--- src/rtl/icache_pkg.sv ---
// rtl/icache_pkg.sv - controller state encoding and entry/address field helpers
package icache_pkg;

   typedef enum logic [2:0] {IDLE, LOOKUP, MISS_REQ, MISS_WAIT, FLUSH} state_t;

   // Way entry layout is {valid, tag, data} with valid in the MSB
   function automatic int entry_w(input int tag_w, input int gen_w);
      return 1 + tag_w + gen_w;
   endfunction

   function automatic int entry_tag_lsb(input int gen_w);
      return gen_w;
   endfunction

   function automatic int entry_valid_bit(input int tag_w, input int gen_w);
      return tag_w + gen_w;
   endfunction

   function automatic int addr_tag_lsb(input int off_w, input int set_d);
      return off_w + set_d;
   endfunction

endpackage

--- src/rtl/icache_victim_sel.sv ---
// rtl/icache_victim_sel.sv - one-hot victim way: lowest invalid way, else round-robin pointer
module icache_victim_sel
   import icache_pkg::*;
#(
   parameter int NUM_WAY   = 2,
   parameter int WAY_DEPTH = 1
) (
   input  logic                 clk,
   input  logic                 rst_n,
   input  logic [NUM_WAY-1:0]   valid_vec,
   input  logic                 advance,
   output logic [NUM_WAY-1:0]   victim_oh
);

   logic [WAY_DEPTH-1:0] rr_ptr;
   logic                 found;

   always_comb begin
      victim_oh = '0;
      found     = 1'b0;
      for (int k = 0; k < NUM_WAY; k++) begin
         if (!valid_vec[k] && !found) begin
            victim_oh[k] = 1'b1;
            found        = 1'b1;
         end
      end
      if (!found)
         victim_oh = NUM_WAY'(1) << rr_ptr;
   end

   always_ff @(posedge clk or negedge rst_n) begin
      if (!rst_n)
         rr_ptr <= '0;
      else if (advance)
         rr_ptr <= (rr_ptr == WAY_DEPTH'(NUM_WAY - 1)) ? '0 : rr_ptr + 1'b1;
   end

endmodule

--- src/rtl/icache_array_ctrl.sv ---
// rtl/icache_array_ctrl.sv - icache lookup, refill and flush controller for the set-associative array
// ICACHE_CTRL_PERF_CNT_EN adds hit/miss performance counters (outputs read 0 otherwise)
module icache_array_ctrl
   import icache_pkg::*;
#(
   parameter int GEN_WIDTH    = 64,
   parameter int TAG_WIDTH    = 20,
   parameter int NUM_SET      = 32,
   parameter int NUM_WAY      = 2,
   parameter int SET_DEPTH    = 5,
   parameter int WAY_DEPTH    = 1,
   parameter int ADDR_WIDTH   = 32,
   parameter int OFFSET_WIDTH = 3,
   localparam int ENTRY_W     = entry_w(TAG_WIDTH, GEN_WIDTH)
) (
   input  logic                          clk,
   input  logic                          rst_n,
   input  logic                          core_req_valid_i,
   output logic                          core_req_ready_o,
   input  logic [ADDR_WIDTH-1:0]         core_req_addr_i,
   output logic                          core_rsp_valid_o,
   output logic [GEN_WIDTH-1:0]          core_rsp_data_o,
   output logic                          core_rsp_hit_o,
   output logic                          mem_req_valid_o,
   input  logic                          mem_req_ready_i,
   output logic [ADDR_WIDTH-1:0]         mem_req_addr_o,
   input  logic                          mem_rsp_valid_i,
   input  logic [GEN_WIDTH-1:0]          mem_rsp_data_i,
   input  logic                          flush_i,
   output logic                          flush_busy_o,
   output logic                          r_req_valid_o,
   output logic [SET_DEPTH-1:0]          r_req_setid_o,
   input  logic [NUM_WAY*ENTRY_W-1:0]    r_resp_data_i,
   output logic                          w_req_valid_o,
   output logic [SET_DEPTH-1:0]          w_req_setid_o,
   output logic [NUM_WAY-1:0]            w_req_waymask_o,
   output logic [NUM_WAY*ENTRY_W-1:0]    w_req_data_o,
   output logic [31:0]                   hit_cnt_o,
   output logic [31:0]                   miss_cnt_o
);

   localparam int TAG_LSB   = addr_tag_lsb(OFFSET_WIDTH, SET_DEPTH);
   localparam int VALID_BIT = entry_valid_bit(TAG_WIDTH, GEN_WIDTH);
   localparam int ETAG_LSB  = entry_tag_lsb(GEN_WIDTH);
   localparam logic [ADDR_WIDTH-1:0] OFFSET_MASK = ADDR_WIDTH'((1 << OFFSET_WIDTH) - 1);

   state_t                state;
   logic                  active;
   logic                  flush_pend;
   logic                  accept;
   logic                  hit;
   logic                  lookup_hit;
   logic                  miss_done;
   logic [ADDR_WIDTH-1:0] addr_q;
   logic [SET_DEPTH-1:0]  set_cnt;
   logic [SET_DEPTH-1:0]  lat_set;
   logic [TAG_WIDTH-1:0]  lat_tag;
   logic [NUM_WAY-1:0]    way_valid;
   logic [NUM_WAY-1:0]    victim_oh;
   logic [NUM_WAY-1:0]    victim_q;
   logic [ENTRY_W-1:0]    ent;
   logic [GEN_WIDTH-1:0]  hit_data;

   assign lat_set = addr_q[OFFSET_WIDTH +: SET_DEPTH];
   assign lat_tag = addr_q[TAG_LSB +: TAG_WIDTH];

   // Walk ways from the top down so the lowest matching way is the one left standing
   always_comb begin
      way_valid = '0;
      hit       = 1'b0;
      hit_data  = '0;
      ent       = '0;
      for (int k = NUM_WAY - 1; k >= 0; k--) begin
         ent          = r_resp_data_i[ENTRY_W*k +: ENTRY_W];
         way_valid[k] = ent[VALID_BIT];
         if (ent[VALID_BIT] && (ent[ETAG_LSB +: TAG_WIDTH] == lat_tag)) begin
            hit      = 1'b1;
            hit_data = ent[GEN_WIDTH-1:0];
         end
      end
   end

   // active keeps ready low while reset is asserted and for the first cycle after it
   assign core_req_ready_o = active && (state == IDLE) && !flush_pend && !flush_i;
   assign accept           = core_req_valid_i && core_req_ready_o;
   assign r_req_valid_o    = accept;
   assign r_req_setid_o    = accept ? core_req_addr_i[OFFSET_WIDTH +: SET_DEPTH] : '0;
   assign lookup_hit       = (state == LOOKUP) && hit;
   assign miss_done        = (state == MISS_WAIT) && mem_rsp_valid_i;
   assign core_rsp_valid_o = lookup_hit || miss_done;
   assign core_rsp_hit_o   = lookup_hit;
   assign core_rsp_data_o  = lookup_hit ? hit_data : (miss_done ? mem_rsp_data_i : '0);
   assign mem_req_valid_o  = (state == MISS_REQ);
   assign mem_req_addr_o   = addr_q & ~OFFSET_MASK;
   assign flush_busy_o     = flush_pend || (state == FLUSH);

   always_comb begin
      w_req_valid_o   = 1'b0;
      w_req_setid_o   = '0;
      w_req_waymask_o = '0;
      w_req_data_o    = '0;
      if (state == FLUSH) begin
         w_req_valid_o   = 1'b1;
         w_req_setid_o   = set_cnt;
         w_req_waymask_o = '1;
      end else if (miss_done) begin
         w_req_valid_o   = 1'b1;
         w_req_setid_o   = lat_set;
         w_req_waymask_o = victim_q;
         w_req_data_o    = {NUM_WAY{{1'b1, lat_tag, mem_rsp_data_i}}};
      end
   end

   icache_victim_sel #(
      .NUM_WAY   (NUM_WAY),
      .WAY_DEPTH (WAY_DEPTH)
   ) u_victim_sel (
      .clk       (clk),
      .rst_n     (rst_n),
      .valid_vec (way_valid),
      .advance   (miss_done),
      .victim_oh (victim_oh)
   );

   always_ff @(posedge clk or negedge rst_n) begin
      if (!rst_n) begin
         state      <= IDLE;
         active     <= 1'b0;
         flush_pend <= 1'b0;
         addr_q     <= '0;
         set_cnt    <= '0;
         victim_q   <= '0;
      end else begin
         active <= 1'b1;
         if (flush_i && (state != IDLE))
            flush_pend <= 1'b1;
         case (state)
            IDLE: begin
               if (flush_pend || flush_i) begin
                  state   <= FLUSH;
                  set_cnt <= '0;
               end else if (accept) begin
                  addr_q <= core_req_addr_i;
                  state  <= LOOKUP;
               end
            end
            LOOKUP: begin
               victim_q <= victim_oh;
               state    <= hit ? IDLE : MISS_REQ;
            end
            MISS_REQ: begin
               if (mem_req_ready_i)
                  state <= MISS_WAIT;
            end
            MISS_WAIT: begin
               if (mem_rsp_valid_i)
                  state <= IDLE;
            end
            FLUSH: begin
               set_cnt <= set_cnt + 1'b1;
               if (set_cnt == SET_DEPTH'(NUM_SET - 1)) begin
                  state      <= IDLE;
                  flush_pend <= flush_i;
               end
            end
            default: state <= IDLE;
         endcase
      end
   end

`ifdef ICACHE_CTRL_PERF_CNT_EN
   logic [31:0] hit_cnt_q;
   logic [31:0] miss_cnt_q;

   always_ff @(posedge clk or negedge rst_n) begin
      if (!rst_n) begin
         hit_cnt_q  <= '0;
         miss_cnt_q <= '0;
      end else if (state == LOOKUP) begin
         if (hit)
            hit_cnt_q <= hit_cnt_q + 32'd1;
         else
            miss_cnt_q <= miss_cnt_q + 32'd1;
      end
   end

   assign hit_cnt_o  = hit_cnt_q;
   assign miss_cnt_o = miss_cnt_q;
`else
   assign hit_cnt_o  = '0;
   assign miss_cnt_o = '0;
`endif

endmodule

--- config.mk ---
export PLATFORM = sky130hd
export DESIGN_NAME = icache_array_ctrl
export DESIGN_NICKNAME = d
export VERILOG_FILES = /design/src/rtl/icache_pkg.sv /design/src/rtl/icache_victim_sel.sv /design/src/rtl/icache_array_ctrl.sv
export SDC_FILE = /design/constraint.sdc
export NUM_CORES = 1
export LEC_CHECK = 0
export CAP_MARGIN = 25
export CORE_AREA = 3 3 240 242
export CTS_CLUSTER_SIZE = 12
export DETAILED_ROUTE_END_ITERATION = 16
export DIE_AREA = 0 0 243 245
export HOLD_SLACK_MARGIN = 0.08
export SLEW_MARGIN = 10
export SYNTH_ARGS = -nofsm -noshare
export SYNTH_HDL_FRONTEND = slang
export SYNTH_HIERARCHICAL = 1
export SYNTH_SLANG_ARGS = --single-unit
export TNS_END_PERCENT = 10
--- constraint.sdc ---
create_clock -name clk -period 5.3 [get_ports clk]
set_input_delay 0.53 -clock clk [delete_from_list [all_inputs] [get_ports clk]]
set_output_delay 0.53 -clock clk [all_outputs]
set_load 0.1 [all_outputs]
==> summary.txt <==
Logic synthesis
  – Post-synth EDFFs: 0
  – Register bit total from synthesis: between 40 and 50
  – Largest family of logic cells by synthesized area: buffers and inverters
  – Simple-gate portion of the synthesized area: 26.3%
  – Synth unique cells: 36
  – Mux contribution to synthesized area: 0%
  – Avg Cell Area, Syn: 6.82 um^2
  – Post-synth top cells: 153 x nand2_1, 152 x buf_4, 79 x nand4_1
  – Sequential area share after synthesis: 18.8%
  – Post-Syn Instances: just over 800
  – Top-count cell post-synth: nand2_1
  – Yosys top cell area share: between 20% and 30%
  – Adder-cell share of the synthesized area: 0.449%
  – Cell Area, Synth: 5580 um^2
  – Synth area leaders: buf_4 20%, dfrtp_1 19%, nand2_1 10%, nand4_1 8.9%, o211ai_1 8.6%
  – XOR/XNOR Fraction of Synth Area: between 6 and 7%
  – Synth async-reset ratio: 100%
  – Post-synth top flop: dfrtp_1
  – Synthesis Warnings: 6
  – Area leader, netlist: buf_4
  – Synth Area in Compound Gates: 17.8%

Worst setup path
  – Largest stage delay, worst path: roughly 500 ps
  – Crit end category: primary output
  – WS Path Type: input port to primary output
  – Most used cell, CP: buf_4
  – Worst Setup Start Kind: input port
  – Crit path cell chain: clkdlybuf4s50_1, xnor2_1, nand4_1, nor4_1, buf_4, nand3_4, buf_12, o211ai_1, buf_4
  – Critical Path AT: about 3500 ps
  – Worst Path Max Fanout: 64
  – Crit-path slowest cell: nor4_1
  – Required @ worst endpoint: 4770 ps

Clocking
  – Clock Tree Buf Depth: 2
  – H-Tree Level Count: 2
  – Clock net sink count: 42
  – # hold bufs at CTS: 0
  – Root buf cell: clkbuf_16
  – Clk_lat worst skew: approximately 300 ps
  – Post-CTS setup buffers: 0
  – Post-CTS resize count: 0
  – CTS Buf Count: 5
  – CTS tree: built
  – Reg clk slew, reported paths: about 70 ps

Final layout
  – Fin cells: around 2000
  – Layout cells sized above 1: 15.7%
  – Nets: between 1500 and 2000
  – Layout area overhead: 99.1%
  – Fin util: 20.1%

Floorplanning
  – Core Region: 55300 um^2
  – Die Wd: around 240 um
  – Die area: between 50000 and 60000 um^2
  – Initial core utilization: between 10% and 20%
  – I/O pins: ~620
  – Die height: roughly 250 um
  – Std cell rows: between 80 and 90

GRT
  – Initial antenna violation count: 4
  – Largest net degree at the start of global routing: 87
  – GRT Residual Overflow: 0
  – Total GRT Usage: ~12%
  – First-pass GRT wire length: 54100 um
  – Vias in the first global route: approximately 7600

Timing
  – # setup viols final: 0
  – FMAX: ~250 MHz
  – Final Cycle Share: between 70% and 80%
  – Worst setup margin: 1310 ps
  – Setup TNS: 0 ps
  – Layout Skew: approximately 7.7 ps
  – Slew Limit Fails: 0
  – Worst Max-Slew Pin Slew: around 1000 ps
  – Worst slew margin: ~33%
  – Tmin final: approximately 4000 ps
  – RSZ-0062 raised after global routing: false
  – Final Hold Vio Count: 0

Hold path
  – Worst min-delay path class: input port to asynchronous set/reset pin

Detailed routing
  – Average wire per cell in the routed design: 19.4 um
  – Via count: about 7300
  – Via density: approximately 3.7
  – Iteration-0 DRC count of the detailed router: approximately 240
  – First drt pass iteration count: 4
  – DRC viols: 0
  – Routed WL: about 39000 um
  – Final ANT Viol Nets: 0

Flow run
  – Max-cap viol count: 0

Placement
  – Pre-CTS setup slack: about 1200 ps
  – Cell count after placement: 1991
  – DPL Wire Length: roughly 32000 um
  – PortBufs: 550
  – Final RePlAce weighted congestion: between 0.9 and 1

Power and ir drop
  – PwrDens: between 100 and 150 nW/um^2
  – Leak pwr: slightly below 0.005 uW
  – Worst vdd ir: between 0.0002 and 0.0003 V

Run status
  – Status: finished, final reports clean
-- power breakdown --
group          total (uW)  internal (uW)  switching, uW
combinational         793            282            511
sequential            396            355           40.5
clock                 368            223            145
total                1560            860            697
-- critical path, delay by kind of cell --
kind | cells | cell delay (ps)
buf+inv | 4 | 1240
simple gates | 3 | 850
compound gates | 1 | 400
xor+xnor | 1 | 310
-- kinds of logic (layout without fill, tap and decap cells) --
logic type,Yosys count,count (layout)
XOR/XNOR,41,41
flip-flops,42,42
other,2,70
AO/OA/AOI/OAI,157,157
adder cells (fa/ha/maj),2,2
AND/OR/NAND/NOR,297,297
buffers and inverters,277,645
-- layout by cell type (no fill, tap or decap), drive strengths merged --
cell type | netlist | routed
a21o | 5 | 5
a21oi | 5 | 5
a22o | 7 | 7
a31oi | 2 | 2
and2 | 27 | 27
and3 | 4 | 4
and4 | 1 | 1
and4b | 1 | 1
buf | 173 | 180
bufinv | 0 | 1
clkbuf | 38 | 6
clkdlybuf4s50 | 0 | 391
clkinvlp | 0 | 1
conb | 2 | 68
dfrtp | 42 | 42
diode | 0 | 2
ha | 2 | 2
inv | 66 | 66
nand2 | 153 | 153
nand2b | 3 | 3
nand3 | 7 | 7
nand4 | 79 | 79
nor2 | 7 | 7
nor2b | 1 | 1
nor3 | 2 | 2
nor3b | 3 | 3
nor4 | 6 | 6
o211ai | 64 | 64
o21a | 1 | 1
o21ai | 72 | 72
o32ai | 1 | 1
or2 | 1 | 1
or3b | 1 | 1
or4 | 1 | 1
xnor2 | 32 | 32
xor2 | 9 | 9
-- registers in the layout, indices dropped and copies added, names as in the netlist --
| signal | count |
|---|---|
| active | 1 |
| set_cnt | 5 |
| state | 3 |
| u_victim_sel/rr_ptr | 1 |
| flush_pend | 1 |
| victim_q | 2 |
| addr_q | 29 |
-- cell type report --
class	instances	area, um^2
Timing Repair Buffer	571	5550
Clock inverter	2	37.5
Sequential cell	42	1050
Clock buffer	6	129
Tap cell	748	936
Fill cell	6247	44200
Antenna cell	2	5.00
Inverter	66	248
Multi-Input combinational cell	565	3150
-- layer usage --
metal	vias to the layer above	track usage (%)	wire length (um)
met3	22	2.81	2990
met2	411	22.2	19900
met4	2	2.51	413
li1	3428	-	-
met5	-	0	13
met1	3454	14.6	15500
-- through the flow --
stage	power [uW]	hold WS (ps)	area (um^2)
floorplan	931	234	5820
global placement	1180	468	10900
detailed placement	1190	470	10900
CTS	1570	439	11100
global route	1620	124	11100
finish	1560	122	11100
-- worst paths after layout --
check / startpoint / endpoint / slack (ps) / cells past startpoint
hold reg to reg: addr_q[31] / addr_q[31] / 490 / 2
setup reg to reg: addr_q[20] / state[1] / 2960 / 5
hold / removal: rst_n / addr_q[23] / 120 / 1
min in group clk: addr_q[31] / addr_q[31] / 490 / 2
setup / recovery: r_resp_data_i[152] / core_rsp_data_o[0] / 1310 / 9
max in group asynchronous: rst_n / flush_pend / 4680 / 2
Power figures use the tool's default switching activity.
